### config.mk
export PLATFORM = sky130hd
export DESIGN_NAME = af_if_ser_driver
export DESIGN_NICKNAME = d
export VERILOG_FILES = /design/src/rtl/af_if_ser_driver.sv
export SDC_FILE = /design/constraint.sdc
export NUM_CORES = 1
export LEC_CHECK = 0
export BUFFER_PORTS_ARGS = -buffer_cell sky130_fd_sc_hd__buf_2
export CORE_AREA = 2 2 98 100
export DETAILED_ROUTE_END_ITERATION = 8
export DIE_AREA = 0 0 100 102
export GPL_ROUTABILITY_DRIVEN = 0
export SLEW_MARGIN = 20
export SYNTH_ARGS = -nofsm -noshare
export SYNTH_HDL_FRONTEND = slang
export SYNTH_SLANG_ARGS = --single-unit
export TNS_END_PERCENT = 100
### constraint.sdc
create_clock -name clk -period 2.6 [get_ports clk]
set_input_delay 0 -clock clk [delete_from_list [all_inputs] [get_ports clk]]
set_output_delay 0 -clock clk [all_outputs]
set_load 0.05 [all_outputs]
### src/rtl/af_if_ser_driver.sv
// af_if_ser_driver: a small input FIFO feeding an MSB-first serialiser.
// Each word becomes one frame of DW SHIFT cycles, preceded by a single
// LOAD cycle that moves the FIFO head into the shift register.
module af_if_ser_driver #(
  parameter DW    = 8,
  parameter DEPTH = 4
) (
  input  logic                   clk,
  input  logic                   rst_n,
  input  logic                   in_valid,
  input  logic [DW-1:0]          in_data,
  output logic                   in_ready,
  output logic                   ser_frame,
  output logic                   ser_data,
  output logic                   ser_start,
  output logic [$clog2(DEPTH):0] fifo_level,
  output logic [7:0]             ovf_cnt
);

  localparam PW = $clog2(DEPTH);
  localparam LW = PW + 1;
  localparam CW = (DW > 1) ? $clog2(DW) : 1;
  localparam logic [LW-1:0] FULL_LVL = LW'(DEPTH);
  localparam logic [CW-1:0] LAST_BIT = CW'(DW - 1);

  typedef enum logic [1:0] {
    IDLE  = 2'd0,
    LOAD  = 2'd1,
    SHIFT = 2'd2
  } state_e;

  state_e          state_q, state_d;
  logic [DW-1:0]   mem_q [DEPTH];
  logic [PW-1:0]   wrPtr_q, rdPtr_q;
  logic [LW-1:0]   level_q, level_d;
  logic [7:0]      ovf_q, ovf_d;
  logic [DW-1:0]   shReg_q, shReg_d;
  logic [CW-1:0]   bitCnt_q, bitCnt_d;
  logic            push, pop;

  // A word is taken only while there is room; the head leaves during LOAD.
  assign in_ready = (level_q < FULL_LVL);
  assign push     = in_valid & in_ready;
  assign pop      = (state_q == LOAD);

  // Occupancy and overflow counter next-state; overflow saturates at 255.
  always_comb begin
    level_d = level_q;
    ovf_d   = ovf_q;
    case ({push, pop})
      2'b10:   level_d = level_q + LW'(1);
      2'b01:   level_d = level_q - LW'(1);
      default: level_d = level_q;
    endcase
    if (in_valid && !in_ready && (ovf_q != 8'hFF)) begin
      ovf_d = ovf_q + 8'd1;
    end
  end

  // FIFO storage needs no reset: pointers and level define what is valid.
  always_ff @(posedge clk) begin
    if (push) begin
      mem_q[wrPtr_q] <= in_data;
    end
  end

  // FIFO pointers wrap naturally because DEPTH is a power of two.
  always_ff @(posedge clk or negedge rst_n) begin
    if (!rst_n) begin
      wrPtr_q <= '0;
      rdPtr_q <= '0;
      level_q <= '0;
      ovf_q   <= '0;
    end else begin
      if (push) wrPtr_q <= wrPtr_q + PW'(1);
      if (pop)  rdPtr_q <= rdPtr_q + PW'(1);
      level_q <= level_d;
      ovf_q   <= ovf_d;
    end
  end

  // Controller next-state: IDLE waits for data, LOAD fetches, SHIFT sends DW bits.
  always_comb begin
    state_d  = state_q;
    shReg_d  = shReg_q;
    bitCnt_d = bitCnt_q;
    case (state_q)
      IDLE: begin
        if (level_q != '0) state_d = LOAD;
      end
      LOAD: begin
        shReg_d  = mem_q[rdPtr_q];
        bitCnt_d = '0;
        state_d  = SHIFT;
      end
      SHIFT: begin
        shReg_d  = shReg_q << 1;
        bitCnt_d = bitCnt_q + CW'(1);
        if (bitCnt_q == LAST_BIT) begin
          state_d = (level_q != '0) ? LOAD : IDLE;
        end
      end
      default: state_d = IDLE;
    endcase
  end

  // Controller registers; reset aborts any frame in flight.
  always_ff @(posedge clk or negedge rst_n) begin
    if (!rst_n) begin
      state_q  <= IDLE;
      shReg_q  <= '0;
      bitCnt_q <= '0;
    end else begin
      state_q  <= state_d;
      shReg_q  <= shReg_d;
      bitCnt_q <= bitCnt_d;
    end
  end

  assign ser_frame  = (state_q == SHIFT);
  assign ser_start  = (state_q == SHIFT) && (bitCnt_q == '0);
  assign ser_data   = (state_q == SHIFT) & shReg_q[DW-1];
  assign fifo_level = level_q;
  assign ovf_cnt    = ovf_q;

endmodule

## Yosys cells after proc, flatten, opt, wreduce, memory -nomap -nowiden

Memories as Yosys holds them, arrays and structs flattened.
Cells that the tools add are included.

| storage, ports and cells | value |
|---|---|
| bits in writable memories | 32 |
| word-level logic and storage cells | 44 |
| flip-flop bits (word level) | 28 |
| memories kept | 1 |
| memory bits (read-only) | 0 |
| bits in latches | 0 |

Memories:

| name | depth | width | rd ports | clocked after Yosys merged registers in | wr ports | RTL line | text |
|---|---|---|---|---|---|---|---|
| mem_q | 4 | 8 | 1 | 0 | 1 | 33 | `logic [DW-1:0] mem_q [DEPTH];` |

| operators by class | value |
|---|---|
| reductions and logical operators | 10 |
| bitwise operators | 2 |
| magnitude comparators | 1 |
| div/mod/pow operators | 0 |
| multiplexer cells | 9 |
| eq/ne operators | 8 |
| multiply operators | 0 |
| $add $sub $neg | 6 |
| shift operators | 0 |

Operator list:

| operator | count |
|---|---|
| case mux 8 bit (2 select lines) | 1 |
| case mux 3 bit (2 select lines) | 2 |
| adder 8 x 1 -> 8 bit, second input constant | 1 |
| != test 8 bit, second input constant | 1 |
| adder 3 x 1 -> 3 bit, second input constant | 2 |
| case mux 2 bit (3 select lines) | 1 |
| adder 2 x 1 -> 2 bit, second input constant | 2 |
| equality test 2 x 1 -> 1 bit, second input constant | 2 |
| equality test 2 bit, second input constant | 2 |
| 2-to-1 mux 2 bit | 2 |
| nonzero test 2 bit | 2 |
| equality test 3 bit, second input constant | 1 |
| logical AND 1 bit | 3 |
| zero test 3 bit | 1 |
| less-than comparator 3 bit, second input constant | 1 |
| 2-to-1 mux 1 bit | 3 |
| nonzero test 3 bit | 1 |
| subtractor 3 x 1 -> 3 bit, second input constant | 1 |
| AND 1 bit | 2 |
| zero test 2 bit | 1 |
| != test 2 x 1 -> 1 bit, second input constant | 1 |
| != test 2 bit, second input constant | 1 |
| AND reduction 2 bit | 1 |
| zero test 1 bit | 1 |

## Depth between registers and ports, before layout

| depth | value |
|---|---|
| depth after elaboration | 4 |
| gate-level depth with buffers | 9 |

## Worst setup path after synthesis

No wires, ideal clock.

| path | value |
|---|---|
| kind | register to register |
| from | reg level_q[2] (netlist: fifo_level[2]) |
| to | reg level_q[2] (netlist: fifo_level[2]) |
| arrival time | 1.915 ns |
| path buffers | 1 |
| clock period less this slack | 2.055 ns |
| path slack | 0.545 ns |
| stages on the path, launching flop included | 10 |
| cells stage by stage | dfrtp_1 -> nor2b_1 -> clkbuf_1 -> inv_1 -> ha_1 -> inv_1 -> fa_1 -> xor2_1 -> nor2_1 -> xnor2_1 |

| between the ends | value |
|---|---|
| longest elaborated chain between the ends | 4 |
| elaborated cells on any way between the ends | 8 |
| classes of those cells | add/sub (2); order compare (1); eq/ne (2); mux (1); bitwise (1); reduce/logical (1) |

RTL lines:

| item | RTL line | text |
|---|---|---|
| from (decl) | 35 | `logic [LW-1:0] level_q, level_d;` |
| from (signal assigned) | 77 | `level_q <= level_d;` |
| less-than comparator 3 bit | 42 | `assign in_ready = (level_q < FULL_LVL);` |
| AND 1 bit | 43 | `assign push = in_valid & in_ready;` |
| equality test 2 x 1 -> 1 bit / equality test 2 bit (equally long branches) | 50 | `case ({push, pop})` |
| case mux 3 bit (2 select lines) / nonzero test 2 bit (equally long branches) | - |  |

Several ways; a longest one is shown, not always the timed one.
A chain may end at the register's enable or synchronous reset.

## Final worst setup path

| path | value |
|---|---|
| from | reg level_q[2] (netlist: fifo_level[2]) |
| to | reg level_q[1] (netlist: fifo_level[1]) |

| between the ends | value |
|---|---|
| longest elaborated chain between the ends | 4 |
| elaborated cells on any way between the ends | 6 |
| classes of those cells | order compare (1); eq/ne (2); mux (1); bitwise (1); reduce/logical (1) |

RTL lines:

| item | RTL line |
|---|---|
| less-than comparator 3 bit (*) | 42 |
| AND 1 bit (*) | 43 |
| equality test 2 x 1 -> 1 bit / equality test 2 bit (equally long branches) | 50 |
| case mux 3 bit (2 select lines) / nonzero test 2 bit (equally long branches) | - |

Every way passes the cells marked *; elsewhere a longest branch is shown, timed or not.

==> metrics.md <==
| Metric | Value |
|---|---|
| Final total negative setup slack | `0 ns` |
| Latest clock arrival within the worst-skew pair | `0.34 ns` |
| Worst rel slew slack | `0.573` |
| Source of the critical timing path | `fifo_level[2]$_DFFE_PN0P_` |
| Height of the die | `102 µm` |
| Tot GR Track Use | `0.101` |
| Type of the worst min-delay path | `input port to async pin` |
| Worst Max-Slew Pin Slew | `0.641 ns` |
| Area of the mapped netlist | `0.00270 mm²` |
| Total detailed-routing wirelength | `4630 µm` |
| Cell row count | `35` |
| Synthesis-to-layout area growth | `19.3%` |
| Category of cells accounting for the largest share of critical-path delay | `adder cells` |
| Final total power | `3830 µW` |
| Yosys Warn Count | `0` |
| Worst supply voltage drop on vdd | `0.296 mV` |
| Depth of the CTS H-tree | `3` |
| Post-DP Area | `0.00291 mm²` |
| Wire length of the first global-routing pass | `7730 µm` |
| Avg WL per Cell | `13.6 µm` |
| Type of element launching the critical path | `flip-flop` |
| Max-capacitance violation count | `0` |
| Max Freq | `532 MHz` |
| Initial cell density of the core | `0.296` |
| Arrival time of the worst setup path | `2.14 ns` |
| R2R Setup Slk | `0.72 ns` |
| Final standard cell area without fillers | `0.00322 mm²` |
| Antenna Diode Count | `0` |
| # setup viols final | `0` |
| Critical path's most frequent cell | `sky130_fd_sc_hd__inv_1` |
| P per Cell Area | `1190 mW/mm²` |
| Residual DRC count | `0` |
| Lkg Pwr | `0.00130 µW` |
| Synthesized Nets | `211` |
| Post-detailed-placement half-perimeter wirelength | `3060 µm` |
| Maximum clock path buffer count | `2` |
| Clock slew at reported path FFs | `0.07 ns` |
| Worst Setup Slack, final | `0.721 ns` |
| Post-synthesis average cell area | `14.5 µm²` |
| Final critical delay including setup and external delays | `1.88 ns` |
| Post-synthesis sequential element count | `60` |
| Sequential area share after synthesis | `0.616` |
| Delay of the slowest cell on the worst path | `0.48 ns` |
| Ordered cell list for the critical path | `nor2b_1, inv_1, ha_1, inv_1, fa_1, o21ai_0` |
| Number of sinks driven by the clock tree | `60` |
| CORE AREA | `0.00911 mm²` |
| TritonCTS clock tree | `done` |
| Floorplan die area | `0.0102 mm²` |
| Avg Vias per Cell | `4.44` |
| Synth unique cells | `33` |
| Clock tree skew after final layout | `0.00885 ns` |
| DP Worst Slack | `0.718 ns` |
| Count of filler cells inserted in the layout | `895` |
| End of the worst register-to-register path | `fifo_level[1]$_DFFE_PN0P_` |
| Routed via count | `1,511` |
| Post-DRT Antenna Nets | `0` |
| Number of global-route vias before repair | `1,600` |
| Iteration-0 DRC Markers | `88` |
| Synthesized instance count | `186` |
| Part of the cycle the worst path needs | `0.723` |
| Antenna violations before repair | `0` |
| Die Width | `100 µm` |
| Total grt overflow | `0` |
| Unrepaired setup endpoints after global routing | `no` |
| Critical R2R Launch | `fifo_level[2]$_DFFE_PN0P_` |
| Status | `finished, final reports clean` |
| Port Buf Inserts | `25` |
| Final Hold Fails | `0` |
| Num CTS Buffers | `9` |
| Max-slew violation count | `0` |
| Worst Path Required | `2.86 ns` |
| Type of the worst setup path | `flip-flop to flip-flop` |
| Buffer cell driving the clock tree root | `sky130_fd_sc_hd__clkbuf_8` |
| Post-CTS setup buffers | `0` |
| Element type at the critical path end | `flip-flop` |
| Fraction of final layout cells with drive strength greater than 1 | `0.249` |
| Worst reg2reg path depth | `6` |
| Total Nets Final | `249` |
| CP Buf/Inv Count | `2` |
| Pin count of the biggest net entering global routing | `29` |
| Worst-path cell with the longest stage delay | `sky130_fd_sc_hd__dfrtp_1` |
| Biggest fanout along the worst timing path | `9` |
| 1st-pass router iterations | `6` |
| Number of primary I/O pins | `26` |
==> per-stage QoR <==
stage / std cells / hold WS (ns) / util
after global routing: 340 / 0.261 / 0.353
final: 340 / 0.219 / 0.353
after detailed placement: 314 / 0.0696 / 0.320
after CTS: 340 / 0.230 / 0.353
after global placement: 314 / 0.0654 / 0.320
after floorplan: 186 / -0.296 / -
==> synthesized netlist by cell type (all sizes together) <==
library cell	n	share of area
and3	2	0.0051
nand3	7	0.013
xor2	5	0.016
nand3b	1	0.0028
and4	3	0.010
a21oi	12	0.022
and2	5	0.012
edfxtp	32	0.36
inv	14	0.019
fa	1	0.0074
clkbuf	3	0.0042
a41oi	1	0.010
mux2i	10	0.037
mux2	3	0.014
buf	6	0.017
o21ai	6	0.011
o32ai	1	0.0032
nor3	1	0.0019
nand2	6	0.0084
nor2b	2	0.0046
nand4	2	0.0046
nor2	8	0.011
dfrtp	28	0.26
mux4	8	0.067
a211oi	1	0.0028
a311oi	1	0.0056
ha	13	0.060
xnor2	4	0.013
==> sequential cells by signal, summed over array words and instances, names as in the netlist <==
name,flops
ovf_cnt,8
bitCnt_q,3
rdPtr_q,2
state_q,2
shReg_q,8
mem_q,32
wrPtr_q,2
fifo_level,3
==> worst max path at each step <==
stage / end / slack, ns / cells after the start
after floorplan: fifo_level[2]$_DFFE_PN0P_ / 0.55 / 9
after global placement: fifo_level[1]$_DFFE_PN0P_ / 0.80 / 6
after detailed placement: fifo_level[1]$_DFFE_PN0P_ / 0.72 / 6
after CTS: fifo_level[1]$_DFFE_PN0P_ / 0.70 / 6
after global routing: fifo_level[2]$_DFFE_PN0P_ / 0.52 / 8
final: fifo_level[1]$_DFFE_PN0P_ / 0.72 / 6
==> worst register-to-register path, cell delays in order (launching register included) <==
cell and delay, ns:
sky130_fd_sc_hd__dfrtp_1 0.48, sky130_fd_sc_hd__nor2b_1 0.41, sky130_fd_sc_hd__inv_1 0.09, sky130_fd_sc_hd__ha_1 0.22, sky130_fd_sc_hd__inv_1 0.07, sky130_fd_sc_hd__fa_1 0.39, sky130_fd_sc_hd__o21ai_0 0.15
==> where the power goes <==
group | total [µW] | switching [µW] | internal, µW
Combinational | 1430 | 876 | 556
Sequential | 1540 | 258 | 1280
Clock | 859 | 403 | 457
Total | 3830 | 1540 | 2290
==> cells in the final DEF, fill, tap and decap left out, drive strengths merged <==
cell / synthesis / layout
and2: 5 / 5
dlygate4sd3: 0 / 10
nor3: 1 / 1
nand2: 6 / 6
buf: 6 / 26
nand4: 2 / 2
dfrtp: 28 / 28
ha: 13 / 13
edfxtp: 32 / 32
and3: 2 / 2
nand3b: 1 / 1
xor2: 5 / 5
a21oi: 12 / 12
and4: 3 / 3
xnor2: 4 / 4
a311oi: 1 / 1
fa: 1 / 1
mux2i: 10 / 10
nor2: 8 / 8
mux4: 8 / 8
o32ai: 1 / 1
a41oi: 1 / 1
a211oi: 1 / 1
bufinv: 0 / 1
clkinvlp: 0 / 1
o21ai: 6 / 6
nand3: 7 / 7
inv: 14 / 18
clkinv: 0 / 1
nor2b: 2 / 2
clkbuf: 3 / 9
mux2: 3 / 3
==> kinds of logic after synthesis <==
logic type	count (synthesis)	synth area share
AO/OA/AOI/OAI	22	0.0552
XOR/XNOR	9	0.0292
adder cells (fa/ha/maj)	14	0.0678
buffers and inverters	23	0.0404
flip-flops	60	0.616
multiplexers	21	0.118
AND/OR/NAND/NOR	37	0.0733
==> cell type report <==
class | count | area, µm² | area share
Sequential cell | 60 | 1660 | 0.517
Timing Repair Buffer | 36 | 233 | 0.0723
Tap cell | 111 | 139 | 0.0432
Clock buffer | 9 | 124 | 0.0385
Multi-Input combinational cell | 103 | 926 | 0.288
Inverter | 14 | 52.6 | 0.0163
Clock inverter | 7 | 81.3 | 0.0253
==> repair_timing <==
item	in CTS	in global routing
gates resized for setup	0	0
endpoints found under the hold margin	61	0
hold buffers	10	0
==> layer usage <==
metal | vias up | share of wire | GRT usage
li1 | 748 | - | -
met1 | 734 | 0.44 | 0.119
met2 | 21 | 0.50 | 0.165
met3 | 8 | 0.035 | 0.0363
met4 | 0 | 0.018 | 0.0537
met5 | - | 0 | 0
Power figures use the tool's default switching activity.
